===== src/rtl/fifo_tx_arbiter.sv =====
// Round-robin drain of two byte FIFOs into a byte transmitter, framing each
// burst with a header byte {10,ch,00000} and a trailer byte {11,ch,count-1}.
module fifo_tx_arbiter #(
   parameter int unsigned BURST_MAX = 16
) (
   input  logic       clk,
   input  logic       rst,
   input  logic       en,
   output logic       a_rd_en,
   input  logic [7:0] a_rd_DATA,
   input  logic       a_rd_empty,
   output logic       b_rd_en,
   input  logic [7:0] b_rd_DATA,
   input  logic       b_rd_empty,
   output logic       tx_start,
   output logic [7:0] tx_DATA,
   input  logic       tx_busy,
   output logic       busy,
   output logic [1:0] grant
);

   localparam logic [5:0] BMAX = 6'(BURST_MAX);

   typedef enum logic [2:0] {IDLE, HDR, RD, LAT, SEND, TRL, TXW} state_e;

   state_e     state_q, state_d;
   state_e     ret_q, ret_d;
   logic       ch_q, ch_d;
   logic       last_q, last_d;
   logic       guard_q, guard_d;
   logic [5:0] cnt_q, cnt_d;
   logic       a_rd_en_q, a_rd_en_d;
   logic       b_rd_en_q, b_rd_en_d;
   logic       tx_start_q, tx_start_d;
   logic [7:0] tx_data_q, tx_data_d;
   logic       busy_q, busy_d;
   logic [1:0] grant_q, grant_d;

   logic       sel_empty;
   logic [7:0] sel_data;
   logic [4:0] trl_cnt;

   always_comb begin
      state_d    = state_q;
      ret_d      = ret_q;
      ch_d       = ch_q;
      last_d     = last_q;
      guard_d    = guard_q;
      cnt_d      = cnt_q;
      a_rd_en_d  = 1'b0;
      b_rd_en_d  = 1'b0;
      tx_start_d = 1'b0;
      tx_data_d  = tx_data_q;
      sel_empty  = ch_q ? b_rd_empty : a_rd_empty;
      sel_data   = ch_q ? b_rd_DATA  : a_rd_DATA;
      trl_cnt    = cnt_q[4:0] - 5'd1;

      case (state_q)
         IDLE: begin
            if (en && (!a_rd_empty || !b_rd_empty)) begin
               if (!a_rd_empty && !b_rd_empty) ch_d = ~last_q;
               else                            ch_d = a_rd_empty;
               cnt_d   = '0;
               state_d = HDR;
            end
         end
         HDR: begin
            if (!tx_busy) begin
               tx_start_d = 1'b1;
               tx_data_d  = {2'b10, ch_q, 5'b00000};
               guard_d    = 1'b1;
               ret_d      = RD;
               state_d    = TXW;
            end
         end
         RD: begin
            if (sel_empty || cnt_q == BMAX) begin
               state_d = TRL;
            end else begin
               a_rd_en_d = ~ch_q;
               b_rd_en_d = ch_q;
               cnt_d     = cnt_q + 6'd1;
               state_d   = LAT;
            end
         end
         LAT: begin
            // rd_en is registered, so the FIFO data lands one cycle after it is seen
            if (!(a_rd_en_q || b_rd_en_q)) begin
               tx_data_d = sel_data;
               state_d   = SEND;
            end
         end
         SEND: begin
            if (!tx_busy) begin
               tx_start_d = 1'b1;
               guard_d    = 1'b1;
               ret_d      = RD;
               state_d    = TXW;
            end
         end
         TRL: begin
            if (!tx_busy) begin
               tx_start_d = 1'b1;
               tx_data_d  = {2'b11, ch_q, trl_cnt};
               last_d     = ch_q;
               cnt_d      = '0;
               guard_d    = 1'b1;
               ret_d      = IDLE;
               state_d    = TXW;
            end
         end
         TXW: begin
            // tx_busy is ignored in the tx_start cycle and the guard cycle after it
            if (tx_start_q) begin
               guard_d = 1'b1;
            end else if (guard_q) begin
               guard_d = 1'b0;
            end else if (!tx_busy) begin
               state_d = ret_q;
            end
         end
         default: state_d = IDLE;
      endcase

      busy_d  = (state_d != IDLE);
      grant_d = (state_d == IDLE) ? 2'b00 : {ch_d, ~ch_d};
   end

   always_ff @(posedge clk or negedge rst) begin
      if (!rst) begin
         state_q    <= IDLE;
         ret_q      <= IDLE;
         ch_q       <= 1'b0;
         last_q     <= 1'b1;
         guard_q    <= 1'b0;
         cnt_q      <= '0;
         a_rd_en_q  <= 1'b0;
         b_rd_en_q  <= 1'b0;
         tx_start_q <= 1'b0;
         tx_data_q  <= '0;
         busy_q     <= 1'b0;
         grant_q    <= '0;
      end else begin
         state_q    <= state_d;
         ret_q      <= ret_d;
         ch_q       <= ch_d;
         last_q     <= last_d;
         guard_q    <= guard_d;
         cnt_q      <= cnt_d;
         a_rd_en_q  <= a_rd_en_d;
         b_rd_en_q  <= b_rd_en_d;
         tx_start_q <= tx_start_d;
         tx_data_q  <= tx_data_d;
         busy_q     <= busy_d;
         grant_q    <= grant_d;
      end
   end

   assign a_rd_en  = a_rd_en_q;
   assign b_rd_en  = b_rd_en_q;
   assign tx_start = tx_start_q;
   assign tx_DATA  = tx_data_q;
   assign busy     = busy_q;
   assign grant    = grant_q;

endmodule


===== config.mk =====
export PLATFORM = sky130hd
export DESIGN_NAME = fifo_tx_arbiter
export DESIGN_NICKNAME = d
export VERILOG_FILES = /design/src/rtl/fifo_tx_arbiter.sv
export SDC_FILE = /design/constraint.sdc
export NUM_CORES = 1
export LEC_CHECK = 0
export CORE_MARGIN = 3
export CORE_UTILIZATION = 30
export CTS_BUF_LIST = sky130_fd_sc_hd__clkbuf_16
export CTS_CLUSTER_DIAMETER = 50
export DETAILED_ROUTE_END_ITERATION = 7
export PLACE_DENSITY = 0.53
export SKIP_CTS_REPAIR_TIMING = 1
export SYNTH_ARGS = -nofsm -noshare
export SYNTH_HDL_FRONTEND = slang
export SYNTH_SLANG_ARGS = --single-unit

===== constraint.sdc =====
create_clock -name clk -period 1.64 [get_ports clk]
set_input_delay 0.164 -clock clk [delete_from_list [all_inputs] [get_ports clk]]
set_output_delay 0.164 -clock clk [all_outputs]
set_load 0.01 [all_outputs]

* Word-level counts from Yosys, hierarchy flattened
Cells that the tools add are included.
** Cells by class
- Mux-type cells :: 34
- Reductions and logical operators :: 21
- Bitwise gates (word level) :: 4
- Eq/ne operators :: 14
- $add $sub $neg :: 2
** Operator list (number)
- 8-bit 2-to-1 mux :: 4
- 3-bit 2-to-1 mux :: 9
- 8-bit one-hot mux with 3 select lines :: 1
- 6-bit 2-to-1 mux :: 3
- 6-bit one-hot mux with 3 select lines :: 1
- 3-bit one-hot mux with 5 select lines :: 1
- 2-bit != test, second input constant :: 7
- 1-bit 2-to-1 mux :: 12
- 3-bit equality test, second input constant :: 3
- 3-bit nonzero test :: 3
- 4-bit AND reduction :: 2
- 6-bit by 1-bit adder with 6-bit output, second input constant :: 1
- 3-bit by 2-bit equality test with 1-bit output, second input constant :: 2
- 6-bit by 5-bit equality test with 1-bit output, second input constant :: 1
- 3-bit logical NOT :: 2
- 3-bit one-hot mux with 2 select lines :: 1
- 5-bit by 1-bit subtractor with 5-bit output, second input constant :: 1
- 1-bit inverter :: 4
- 2-bit AND reduction :: 2
- 2-bit nonzero test :: 2
- 3-bit by 1-bit equality test with 1-bit output, second input constant :: 1
- 1-bit logical OR :: 3
- 3-bit AND reduction :: 1
- 3-bit OR reduction :: 1
- 5 further kinds :: 7
** Storage, ports and cells
- Logic and storage cells :: 87
- Bits of input ports :: 22
- Flip-flop bits (word level) :: 29
- Output and inout bits :: 14

* Longest topological paths before layout
- Word-level depth :: 7
- Mapped depth :: 7
- Gate-level depth less buffers :: 6

* Least setup slack after synthesis
No wires, ideal clock.
- Kind :: register -> register
- From :: reg cnt_q[0]
- To :: reg cnt_q[5]
- Clock period less this slack :: 1.550 ns
- Required time :: 1.563 ns
- Library setup time :: 0.077 ns
- Path buffers :: 1
- Path slack :: 0.090 ns
- Data arrival time :: 1.472 ns
- Stages on the path, launching flop included :: 8
- Cell sequence :: dfrtp_1 -> inv_1 -> ha_1 -> nand4bb_1 -> o211ai_2 -> buf_6 -> or3_1 -> a21oi_1
** Between the ends
- Cells in the longest elaborated chain, start to end :: 4
- Elaborated cells on any way between the ends :: 7
- Classes of those cells :: add/sub: 1; eq/ne: 2; mux: 2; reduce/logical: 2
** RTL lines
- from (decl) :: RTL line 31 : logic [5:0] cnt_q, cnt_d;
- from (signal assigned) :: RTL line 149 : cnt_q <= cnt_d;
- branches (longest 4 deep; another with 6-bit by 1-bit adder with 6-bit output)
Several ways; the timed one is not identified. The select of a mux whose other input is x is not followed.
A chain may end at the register's enable or synchronous reset.

* Final worst setup path
- From :: reg state_q[0]
- To :: reg cnt_q[4]
** Between the ends
- Cells in the longest elaborated chain, start to end :: 3
- Elaborated cells on any way between the ends :: 9
- Classes of those cells :: eq/ne: 5; mux: 1; reduce/logical: 3
** RTL lines
- from (decl) :: RTL line 26 : state_e state_q, state_d;
- from (signal assigned) :: RTL line 144 : state_q <= state_d;
- 3-bit by 2-bit equality test with 1-bit output, or another cell as far along :: RTL line 58 : case (state_q)
- 2-bit != test (no line) / 3-bit nonzero test (equally long branches)
- 4-bit AND reduction (no line)
Several ways; a longest one is shown, not always the timed one.

==> flow_summary.json <==
{
  "status": "completed",
  "critPathRequiredTime_ns": 1.83,
  "antenna_found_initial": 0,
  "cts_buffers": 3,
  "synth_nets": 172,
  "leakagePower_uw": 0.0009497,
  "fin_crit_sh_pct": 97.65,
  "rrSetupSlack_ns": 0.04,
  "globalplace.congestion": 0.7891,
  "post-dp-hpwl_mm": 2.881,
  "criticalPathCategory": "flip-flop to flip-flop",
  "vias": 1357,
  "netlist_instances": 147,
  "r2r_cells": 5,
  "ys_warn_count": 0,
  "areaGrowthSynthToFinish_pct": 56.55,
  "ant_nets": 0,
  "wl_per_cell_um": 14.77,
  "rsz0062_at_grt": "yes",
  "netlist_area_um2": 1480,
  "final_cells": 276,
  "setup_viol": 0,
  "dieHeight_um": 76.24,
  "port_buffers": 35,
  "synth_area_leaders": "dfrtp_1 44%, mux2i_1 5.4%, o22a_1 4.1%",
  "drc": 0,
  "grt_max_degree": 28,
  "dieArea_um2": 5813,
  "clock_tree.buffer_depth": 2,
  "synth_ff_type": "dfrtp_1",
  "min_period_ns": 1.602,
  "multi_input_area_um2": 848.3,
  "grt_pass1_wl_mm": 6.499,
  "finClkSkew_ns": 0.006046,
  "worstMarginPinSlew_ns": 0.3476,
  "drive_gt1_share_pct": 30.33,
  "total_power_uw": 3770,
  "fin_nets": 237,
  "first_iter_violations": 50,
  "synth_top_cell_area_share_pct": 43.96,
  "avgSynthCellArea_um2": 10.07,
  "numClockSinks": 27,
  "hold_violations": 0,
  "final_common_cell": "clkdlybuf4s50_1",
  "ctsHtreeMaxLevel": 1,
  "async_reset_ff_share_pct": 100.0,
  "final_cell_mix": "35 x clkdlybuf4s50_1, 29 x buf_4, 23 x dfrtp_1, 13 x nand2_1, 10 x o21ai_1",
  "synth-seq-area-share_pct": 45.73,
  "worstPathArrival_ns": 1.79,
  "drv_slew": 0,
  "first_pass_iters": 4,
  "coreArea_um2": 4564,
  "synth_top_area_cell": "dfrtp_1",
  "die_x_um": 76.24,
  "ys_seq_elements": 27,
  "power_density_nw_per_um2": 1627,
  "io_pins": 36,
  "start_kind": "flip-flop",
  "end_kind": "flip-flop",
  "routed_wl_mm": 4.077,
  "ir_drop_uv": 567.5,
  "track_usage_pct": 13.64,
  "cts_root_buf": "clkbuf_16",
  "clkTransAtPathRegs_ns": 0.07,
  "crit_path_max_fanout": 5,
  "seqCellArea_um2": 680.7,
  "synth-edff-count": 0,
  "clock_latency_ns": 0.27,
  "ys_types": 41,
  "placed_cells": 263,
  "slew_headroom_pct": 76.83,
  "drt-vias-per-instance": 4.917,
  "row_count": 24,
  "start_util_pct": 32.43,
  "nFillCells": 426,
  "diodes": 0,
  "drv_cap": 0,
  "grt_pass1_vias": 1366,
  "cts_tree": "yes",
  "max_freq_ghz": 0.6244,
  "hold_class": "input port to asynchronous set/reset pin",
  "grt_overflow": 0
}
## cell families (layout without fill, tap and decap cells)
family                     after synthesis  in the layout  synth area share, %
muxes                                   11             11                7.692
AOI/OAI and AO/OA                       41             42                18.60
DFF                                     27             27                45.73
and+or+nand+nor                         46             46                18.60
buffers and inverters                   16             79                5.072
adders and majority gates                3              3                2.536
xor gates and xnor gates                 3              3                1.775
## state kept, by name (all words and copies together), names as in the netlist
signal	cells
last_q	1
ch_q	1
ret_q	1
b_rd_en	1
guard_q	1
busy	1
cnt_q	6
state_q	3
tx_start	1
tx_DATA	8
grant	2
a_rd_en	1
## power breakdown
group / total (µW) / switching, µW / internal [µW] / leakage (µW)
clock network: 574 / 242 / 332 / 0.0000371
logic: 2060 / 933 / 1130 / 0.000576
registers: 1140 / 205 / 930 / 0.000337
total: 3770 / 1380 / 2390 / 0.000950
## path summary, 6_finish.rpt
kind                            startpoint    endpoint
worst max-delay path            state_q[0]    cnt_q[4]
worst min-delay path                   rst  tx_DATA[6]
worst max register to register  state_q[0]    cnt_q[4]
worst min register to register  tx_DATA[7]  tx_DATA[7]
max in group asynchronous              rst      last_q
min in group clk                tx_DATA[7]  tx_DATA[7]
## final cells by class
type	instances	share of cell area [%]
Multi-Input combinational cell	105	36.61
Sequential cell	27	29.37
Timing Repair Buffer	66	25.49
Tap cell	65	3.510
Clock buffer	3	3.240
Inverter	9	1.458
Clock inverter	1	0.3240
## metal layers
layer,routed length (µm),GRT usage (%)
met1,1836,17.54
met2,1963,21.27
met3,213,3.664
met4,63,6.341
met5,0,0
## metrics by stage
step                TNS, ns  hold slack (ns)  cell area [µm²]  util (%)  worst slack (ns)
finish                    0           0.2761             2317     50.77           0.03848
global route        -0.2708           0.2999             2317     50.77          -0.05708
CTS                 -0.4309           0.2892             2126     46.57          -0.09716
detailed placement  -0.5261           0.4809             2043     44.76          -0.07629
global placement    -0.3161           0.4644             2043     44.76          -0.04981
floorplan                 0          -0.1316             1480         -           0.09030
## synth_stat cells, types with 2 or more instances
library cell  instances
nor3_1                2
nor2_1                5
dfrtp_1              26
nand2_1              13
mux2i_1               8
nor4b_1               3
o22a_1                7
mux2_2                2
o21ai_1              11
nand4bb_1             2
a21oi_1               4
buf_2                 6
nor3b_1               2
a31oi_1               2
nand3_1               3
xnor2_1               3
o21a_1                2
inv_1                 8
nor2b_1               3
o21ai_0               7
and2_1                2
nand3b_1              2
ha_1                  3
or3_1                 4
## critical path, cell delays in order (launching register included)
cell,delay (ns)
dfrtp_2,0.46
nor3b_4,0.29
o211ai_4,0.14
buf_4,0.16
or3_1,0.34
a21oi_1,0.13
Note: power is estimated with default switching activity, not from simulation.
